[config.mk]
export PLATFORM = sky130hd
export DESIGN_NAME = ccip_c0_rd_arbiter
export DESIGN_NICKNAME = d
export VERILOG_FILES = /design/src/rtl/ccip_c0_rd_arbiter.sv
export SDC_FILE = /design/constraint.sdc
export NUM_CORES = 1
export LEC_CHECK = 0
export ABC_AREA = 1
export CORE_AREA = 10 10 507 509
export CTS_BUF_LIST = sky130_fd_sc_hd__clkbuf_16
export DETAILED_ROUTE_END_ITERATION = 16
export DIE_AREA = 0 0 517 519
export PLACE_DENSITY_LB_ADDON = 0.1
export SLEW_MARGIN = 20
export SYNTH_ARGS = -nofsm -noshare
export SYNTH_HDL_FRONTEND = slang
export SYNTH_SLANG_ARGS = --single-unit
export TNS_END_PERCENT = 50
[constraint.sdc]
create_clock -name pClk -period 6.7 [get_ports pClk]
set_clock_uncertainty 0.1 [all_clocks]
set_input_delay 2.01 -clock pClk [delete_from_list [all_inputs] [get_ports pClk]]
set_output_delay 2.01 -clock pClk [all_outputs]
set_load 0.05 [all_outputs]
[src/rtl/ccip_c0_rd_arbiter.sv]
// Round-robin arbiter sharing the CCI-P c0 read-request channel among N_REQ requesters,
// with per-requester credit limits, mdata ID tagging, response steering and a drain sequence.
module ccip_c0_rd_arbiter #(
  parameter int N_REQ   = 4,
  parameter int MAX_OUT = 64,
  parameter int TAG_W   = 8
) (
  input  logic                     pClk,
  input  logic                     pck_cp2af_softReset_n,
  input  logic [N_REQ-1:0]         req_valid,
  input  logic [N_REQ*42-1:0]      req_addr,
  input  logic [N_REQ*TAG_W-1:0]   req_tag,
  output logic [N_REQ-1:0]         req_ready,
  input  logic                     c0TxAlmFull,
  output logic                     c0tx_valid,
  output logic [41:0]              c0tx_addr,
  output logic [15:0]              c0tx_mdata,
  input  logic                     c0rx_rspValid,
  input  logic [15:0]              c0rx_mdata,
  input  logic [511:0]             c0rx_data,
  output logic [N_REQ-1:0]         rsp_valid,
  output logic [TAG_W-1:0]         rsp_tag,
  output logic [511:0]             rsp_data,
  input  logic                     drain_req,
  output logic                     drain_done,
  output logic                     err_rsp
);

  localparam int ID_W  = 4;
  localparam int CNT_W = 8;

  typedef enum logic [1:0] {ST_RUN, ST_DRAIN, ST_DRAINED} state_e;

  state_e            state_q, state_d;
  logic [ID_W-1:0]   ptr_q, ptr_d;
  logic [CNT_W-1:0]  count_q [N_REQ];
  logic [CNT_W-1:0]  count_d [N_REQ];
  logic              c0tx_valid_q, c0tx_valid_d;
  logic [41:0]       c0tx_addr_q, c0tx_addr_d;
  logic [15:0]       c0tx_mdata_q, c0tx_mdata_d;
  logic [N_REQ-1:0]  rsp_valid_q, rsp_valid_d;
  logic [TAG_W-1:0]  rsp_tag_q, rsp_tag_d;
  logic [511:0]      rsp_data_q, rsp_data_d;
  logic              drain_done_q, drain_done_d;
  logic              err_q, err_d;

  logic              run_ok;
  logic [N_REQ-1:0]  elig;
  logic              grant_vld;
  logic [ID_W-1:0]   grant_idx;
  logic [41:0]       sel_addr;
  logic [TAG_W-1:0]  sel_tag;
  logic [ID_W-1:0]   rsp_id;
  logic              rsp_hit;
  logic              underflow;
  logic              all_zero;

  always_comb begin : arbitrate
    // NOTE: every combinationally assigned signal gets a default first, so no path infers a latch.
    run_ok    = (state_q == ST_RUN) && !drain_req && !c0TxAlmFull;
    elig      = '0;
    grant_vld = 1'b0;
    grant_idx = '0;
    req_ready = '0;
    sel_addr  = '0;
    sel_tag   = '0;
    for (int i = 0; i < N_REQ; i++) begin
      elig[i] = run_ok && req_valid[i] && (count_q[i] < CNT_W'(MAX_OUT));
    end
    // First pass covers requesters at or after the pointer; the second handles the wrap.
    for (int i = 0; i < N_REQ; i++) begin
      if (!grant_vld && elig[i] && (i >= int'(ptr_q))) begin
        grant_vld = 1'b1;
        grant_idx = ID_W'(i);
      end
    end
    for (int i = 0; i < N_REQ; i++) begin
      if (!grant_vld && elig[i]) begin
        grant_vld = 1'b1;
        grant_idx = ID_W'(i);
      end
    end
    for (int i = 0; i < N_REQ; i++) begin
      if (grant_vld && (grant_idx == ID_W'(i))) begin
        req_ready[i] = 1'b1;
        sel_addr     = req_addr[i*42 +: 42];
        sel_tag      = req_tag[i*TAG_W +: TAG_W];
      end
    end
  end

  always_comb begin : next_state
    c0tx_valid_d = grant_vld;
    c0tx_addr_d  = grant_vld ? sel_addr : c0tx_addr_q;
    c0tx_mdata_d = c0tx_mdata_q;
    if (grant_vld) begin
      c0tx_mdata_d              = '0;
      c0tx_mdata_d[15:12]       = grant_idx;
      c0tx_mdata_d[TAG_W-1:0]   = sel_tag;
    end

    ptr_d = ptr_q;
    if (grant_vld) begin
      ptr_d = (int'(grant_idx) == N_REQ - 1) ? '0 : grant_idx + ID_W'(1);
    end

    rsp_id      = c0rx_mdata[15:12];
    rsp_hit     = c0rx_rspValid && (int'(rsp_id) < N_REQ);
    rsp_valid_d = '0;
    underflow   = 1'b0;
    all_zero    = 1'b1;
    // An underflowing response leaves the count alone, but a same-cycle grant still counts.
    for (int i = 0; i < N_REQ; i++) begin
      rsp_valid_d[i] = rsp_hit && (rsp_id == ID_W'(i));
      underflow      = underflow | (rsp_valid_d[i] && (count_q[i] == '0));
      count_d[i]     = count_q[i]
                     + CNT_W'(grant_vld && (grant_idx == ID_W'(i)))
                     - CNT_W'(rsp_valid_d[i] && (count_q[i] != '0));
      all_zero       = all_zero & (count_d[i] == '0);
    end
    rsp_tag_d  = rsp_hit ? c0rx_mdata[TAG_W-1:0] : rsp_tag_q;
    rsp_data_d = rsp_hit ? c0rx_data : rsp_data_q;
    err_d      = err_q | (c0rx_rspValid && !rsp_hit) | underflow;

    state_d = state_q;
    unique case (state_q)
      ST_RUN:     if (drain_req) state_d = ST_DRAIN;
      ST_DRAIN:   if (!drain_req) state_d = ST_RUN;
                  else if (all_zero && !c0tx_valid_d) state_d = ST_DRAINED;
      ST_DRAINED: if (!drain_req) state_d = ST_RUN;
      default:    state_d = ST_RUN;
    endcase
    drain_done_d = (state_d == ST_DRAINED);
  end

  // NOTE: the credit array is state the protocol depends on, so it is reset like every other flop.
  always_ff @(posedge pClk or negedge pck_cp2af_softReset_n) begin
    if (!pck_cp2af_softReset_n) begin
      state_q      <= ST_RUN;
      ptr_q        <= '0;
      for (int i = 0; i < N_REQ; i++) count_q[i] <= '0;
      c0tx_valid_q <= 1'b0;
      c0tx_addr_q  <= '0;
      c0tx_mdata_q <= '0;
      rsp_valid_q  <= '0;
      rsp_tag_q    <= '0;
      rsp_data_q   <= '0;
      drain_done_q <= 1'b0;
      err_q        <= 1'b0;
    end else begin
      // NOTE: non-blocking assignments so every flop samples the pre-edge values.
      state_q      <= state_d;
      ptr_q        <= ptr_d;
      for (int i = 0; i < N_REQ; i++) count_q[i] <= count_d[i];
      c0tx_valid_q <= c0tx_valid_d;
      c0tx_addr_q  <= c0tx_addr_d;
      c0tx_mdata_q <= c0tx_mdata_d;
      rsp_valid_q  <= rsp_valid_d;
      rsp_tag_q    <= rsp_tag_d;
      rsp_data_q   <= rsp_data_d;
      drain_done_q <= drain_done_d;
      err_q        <= err_d;
    end
  end

  assign c0tx_valid = c0tx_valid_q;
  assign c0tx_addr  = c0tx_addr_q;
  assign c0tx_mdata = c0tx_mdata_q;
  assign rsp_valid  = rsp_valid_q;
  assign rsp_tag    = rsp_tag_q;
  assign rsp_data   = rsp_data_q;
  assign drain_done = drain_done_q;
  assign err_rsp    = err_q;

endmodule

# After elaboration in Yosys (flattened, before gate mapping)

Index checks and enable logic that the tools add are counted.

Flip-flop bits (word level): 619
Bits in latches: 0
Bits in writable memories: 0
ROM bits: 0
Output and inout port bits: 589
Logic and storage cells: 149
Memories: 0

Add/subtract/negate cells: 9
$mul: 0
Divide/modulo/power cells: 0
Magnitude comparators: 9
Equal/unequal tests: 10
Shifts and indexed selects: 0
Muxes and demuxes: 33
Bitwise operators: 8
Reductions and logical operators: 66

Operators with widths:

| kind                | number |
|---|---|
| $mux 42             | 4 |
| $logic_not 8->1     | 8 |
| $logic_and 1x1->1   | 40 |
| $add 8x1->8         | 4 |
| $lt 8x7->1 const B  | 4 |
| $mux 8              | 4 |
| $reduce_bool 8->1   | 4 |
| $sub 8x1->8         | 4 |
| $mux 4              | 6 |
| $eq 4x2->1 const B  | 4 |
| $mux 1              | 13 |
| $logic_not 1->1     | 11 |
| $mux 2              | 5 |
| $eq 4x1->1 const B  | 2 |
| $ge 1x4->1 const A  | 2 |
| $ge 2x4->1 const A  | 2 |
| $logic_not 4->1     | 2 |
| $pmux 2 s3          | 1 |
| $or 1x1->1          | 5 |
| $add 4x1->4 const B | 1 |
| $eq 2x2->1 const B  | 2 |
| $eq 4x3->1 const B  | 1 |
| $lt 4x3->1 const B  | 1 |
| $and 1x1->1         | 3 |
| 2 further kinds     | 2 |

# Logic depth before layout (Yosys ltp)

Gate-level depths: netlist of the first run.

Depth in word-level cells: 44
Mapped depth: 28
Mapped depth without buffers: 26

# Worst setup path before layout of the first run

OpenSTA, ideal clock, no wires.

Path type: in2out
From: input port drain_req
To: output port req_ready[0]
Arrival: 3743 ps
Slack: 847 ps
Stages on the path: 10
Path buffers: 2
Cell sequence: nor2_2 > nand3_1 > nand4_4 > nand2_2 > buf_4 > inv_1 > ha_1 > nand2_2 > buf_2 > inv_1

Longest elaborated chain between the ends: 34

Ends and longest elaborated chain:

| element                          | line | text |
|---|---|---|
| start: declaration               | 24   | `input logic drain_req,` |
| $logic_not 1->1 *                | -    |  |
| $logic_and 1x1->1 * (2 in a row) | 60   | `run_ok = (state_q == ST_RUN) && !drain_req && !c0TxAlmFull;` |
| $logic_and 1x1->1 (2 in a row)   | 68   | `elig[i] = run_ok && req_valid[i] && (count_q[i] < CNT_W'(MAX_OUT));` |
| $logic_and 1x1->1                | 72   | `if (!grant_vld && elig[i] && (i >= int'(ptr_q))) begin` |
| $mux 1                           | 72   |  |
| $logic_not 1->1                  | 72   |  |
| $logic_and 1x1->1 (2 in a row)   | 72   |  |
| $mux 1                           | 72   |  |
| [16 not listed]                  | -    |  |
| $mux 1                           | 78   | `if (!grant_vld && elig[i]) begin` |
| $logic_not 1->1                  | 78   |  |
| $logic_and 1x1->1                | 78   |  |
| $mux 4 *                         | 78   |  |
| via grant_idx[1]                 | 50   | `logic [ID_W-1:0] grant_idx;` |
| $logic_not 4->1 *                | 84   | `if (grant_vld && (grant_idx == ID_W'(i))) begin` |
| $logic_and 1x1->1 *              | 84   |  |
| $mux 1 *                         | 84   |  |
| end: declaration                 | 13   | `output logic [N_REQ-1:0] req_ready,` |

The timed path passes the listed nets; every way through them passes the cells marked *.

# Final worst setup path of the first run

From: input port drain_req
To: output port req_ready[0]

Longest elaborated chain between the ends: 34

Ends and longest elaborated chain:

| element                          | line |
|---|---|
| $logic_not 1->1 *                | - |
| $logic_and 1x1->1 * (2 in a row) | 60 |
| $logic_and 1x1->1 (2 in a row)   | 68 |
| $logic_and 1x1->1                | 72 |
| $mux 1                           | 72 |
| $logic_not 1->1                  | 72 |
| $logic_and 1x1->1 (2 in a row)   | 72 |
| $mux 1                           | 72 |
| [15 not listed]                  | - |
| $logic_and 1x1->1                | 78 |
| $mux 1                           | 78 |
| $logic_not 1->1                  | 78 |
| $logic_and 1x1->1                | 78 |
| $mux 4                           | 78 |
| $logic_not 4->1                  | 84 |
| $logic_and 1x1->1 *              | 84 |
| $mux 1 *                         | 84 |

Every way passes the cells marked *; elsewhere a longest branch is shown, timed or not.

==> flow_summary.toml, run 1 <==
[cts]
cts_setup_buffers = 0
cts_buffers = 94
holdBufCountCts = 0
cts_root_buf = "clkbuf_16"
cts.reportedPaths.clkPinSlew_ns = 0.05
clock_sinks = 615
h-tree-depth = 3
insertion_delay_ns = 0.73
tritoncts = "done"
cts_resized = 0
ctsLongestPathBuffers = 3

[synth]
synth.distinct_cells = 35
synth_area_mm2 = 0.0267
ys_warn_count = 0
syn_inst = 2235
ys_ff_latch = 615
syn_area_per_cell_um2 = 11.9
synth-seq-area-share = 0.576

[timing]
holdWs_ns = 0.372
post-route-min-period_ns = 6.27
max_freq_mhz = 160
finalMaxSlewViolations = 0
tightest_slew_ns = 1.09
rsz0062_at_grt = "no"
setup_viol = 0
relSlewSlack = 0.273
post-route-period-util = 0.936
final_hold_viol_count = 0
timing.setup.tns_ns = 0

[detailed_routing]
num_vias = 22700
first_pass_iters = 5
initialDrtViolationCount = 940
finalWirelength_um = 181000
wl_per_cell_um = 26.2
routed_via_density = 3.29
drc_errors = 0
ant_nets = 0

[layout]
nets = 4352
synthToLayoutAreaGrowth_pct = 75.0
fillers = 27200
drive_above_1_share = 0.197
ff_latch_area_mm2 = 0.0154
multi_input_area_mm2 = 0.0100
fin_area_mm2 = 0.0467

[grt]
grt_overflow = 0
grt_pass1_vias = 24500
antenna_found_initial = 135
grt_pass1_wl_um = 237000
grt_start_max_net_pins = 125
gr-usage-all-layers = 0.129

[power]
power.density_mw_per_mm2 = 385
ir_worst_vdd_mv = 0.207
p_leak_nw = 19.4

[run_status]
status = "completed"

[die]
die_w_um = 517
coreArea_mm2 = 0.247
fp-row-count = 183
ios = 1326
die_y_um = 519
die-area_mm2 = 0.268
initial_core_util = 0.108

[critical_path]
critPathKind = "input pin to output pin"
r2r_slack_ns = 2.62
cp_max_fo = 8
cp.arrival_ns = 4.16
startpoint_type = "input pin"
worstSetupEndpointType = "output pin"
critical_path_required_ns = 4.59

[place]
port_buffers = 1315
post_dp_cell_area_mm2 = 0.0438
dp_hpwl_um = 146000
gp_congestion = 0.784

[min_path]
min_path_type = "register to register"

[flow_run]
maxCapViolations = 0
[critical path, stage by stage]
cell             delay [ns]
clkdlybuf4s50_1        0.46
nor2_2                 0.29
nand3_1                0.32
nand4_4                0.22
nand2_2                0.14
inv_1                  0.11
ha_1                   0.15
nand2_2                0.06
inv_1                  0.14
buf_4                  0.24
[layout make-up]
class,count,area share
antenna,26,0.00139
clock buffer,96,0.0514
clock inverter,66,0.0105
inverter,202,0.0163
multi-input combinational,1304,0.215
sequential,615,0.329
tap,3237,0.0867
timing repair buffer,1348,0.289
[placed cells by master, fill, tap and decap left out, types with 4 or more instances in the layout]
| cell | netlist | final |
|---|---|---|
| clkinv_1 | 1 | 16 |
| nand4_1 | 74 | 74 |
| ha_1 | 46 | 46 |
| buf_4 | 10 | 27 |
| nor4_1 | 4 | 4 |
| clkinvlp_4 | 0 | 4 |
| xor2_1 | 9 | 9 |
| buf_12 | 0 | 10 |
| clkdlybuf4s50_1 | 0 | 1310 |
| conb_1 | 1 | 6 |
| nand2_2 | 3 | 4 |
| clkinv_2 | 0 | 19 |
| nor2_1 | 77 | 77 |
| nand3b_1 | 51 | 51 |
| fa_1 | 4 | 4 |
| dfrtp_1 | 615 | 615 |
| diode_2 | 0 | 26 |
| inv_1 | 186 | 203 |
| a21oi_1 | 17 | 17 |
| clkbuf_16 | 0 | 96 |
| mux2_2 | 520 | 520 |
| nand3_1 | 134 | 134 |
| nor3_1 | 7 | 7 |
| bufinv_16 | 0 | 5 |
| nand2_1 | 329 | 327 |
| inv_2 | 14 | 15 |
[kinds of logic after synthesis]
| family | count (synthesis) | share of synthesized area |
|---|---|---|
| AO/OA/AOI/OAI | 27 | 0.00581 |
| XOR/XNOR | 12 | 0.00394 |
| adder cells (fa/ha/maj) | 50 | 0.0246 |
| buffers and inverters | 321 | 0.0485 |
| flip-flops | 615 | 0.576 |
| multiplexers | 520 | 0.219 |
| other | 1 | 0.000140 |
| AND/OR/NAND/NOR | 689 | 0.121 |
[state kept, by name (all words and copies together) (netlist names)]
| register | count |
|---|---|
| rsp_valid | 4 |
| drain_done | 1 |
| err_rsp | 1 |
| c0tx_addr | 42 |
| rsp_tag | 8 |
| rsp_data | 512 |
| c0tx_mdata | 10 |
| ptr_q | 2 |
| state_q | 2 |
| count_q | 32 |
| c0tx_valid | 1 |
[worst paths after layout]
check / start / endpoint / cells past startpoint
worst max-delay path: drain_req / req_ready[0] / 10
worst min-delay path: c0tx_mdata[12]$_DFFE_PN0N_ / c0tx_mdata[12]$_DFFE_PN0N_ / 2
worst max register to register: count_q[22]$_DFF_PN0_ / drain_done$_DFF_PN0_ / 23
worst min register to register: c0tx_mdata[12]$_DFFE_PN0N_ / c0tx_mdata[12]$_DFFE_PN0N_ / 2
max in group asynchronous: pck_cp2af_softReset_n / c0tx_addr[0]$_DFFE_PN0N_ / 2
min in group asynchronous: pck_cp2af_softReset_n / rsp_data[288]$_DFFE_PN0P_ / 1
[cell usage after synthesis (all sizes together)]
cell type  instances  area, um2
clkbuf            63        236
fa                 4       80.1
a22oi              2       15.0
clkinv             1       3.75
nand3            136        691
conb               1       3.75
nand3b            52        403
nor4               4       25.0
ha                46        576
buf               56        298
nand2b             1       6.26
o21a               3       22.5
a21oi             17       85.1
nand4             76        505
nand2            333       1260
nor2              80        313
dfrtp            615      15400
o21bai             3       22.5
xor2               9       78.8
o21ai              2       10.0
inv              201        757
nor3               7       35.0
xnor2              3       26.3
mux2             520       5860
[per-layer routing]
layer  routed length (um)  global-route usage  part of all wire
met5                 1080                   0            0.0060
met4                 4140              0.0314             0.023
met3                21800              0.0717              0.12
met2                95300               0.243              0.53
met1                58400               0.121              0.32
[through the flow]
stage	util	total power, mW	cells	worst slack, ns
6_report	0.189	18.0	6894	0.431
5_1_grt	0.189	19.1	6870	0.255
4_1_cts	0.189	18.6	6868	0.393
3_5_place_dp	0.177	13.5	6706	0.393
3_3_place_gp	0.177	13.5	6706	0.396
2_1_floorplan	-	9.84	2240	0.847
[report_power, final]
group	internal, mW	switching, mW	total [mW]
registers	4.61	0.490	5.10
clock network	2.77	2.08	4.84
logic	2.77	5.29	8.06
Power figures use the tool's default switching activity.
==> run 2, diff against run 1 <==
--- a/config.mk
+++ b/config.mk
@@ -11,6 +11,7 @@
 export DETAILED_ROUTE_END_ITERATION = 16
 export DIE_AREA = 0 0 517 519
 export PLACE_DENSITY_LB_ADDON = 0.1
+export SETUP_SLACK_MARGIN = 0.2
 export SLEW_MARGIN = 20
 export SYNTH_ARGS = -nofsm -noshare
 export SYNTH_HDL_FRONTEND = slang
==> results of run 2 <==
Final layout, timing and power as in run 1 (identical DEF).
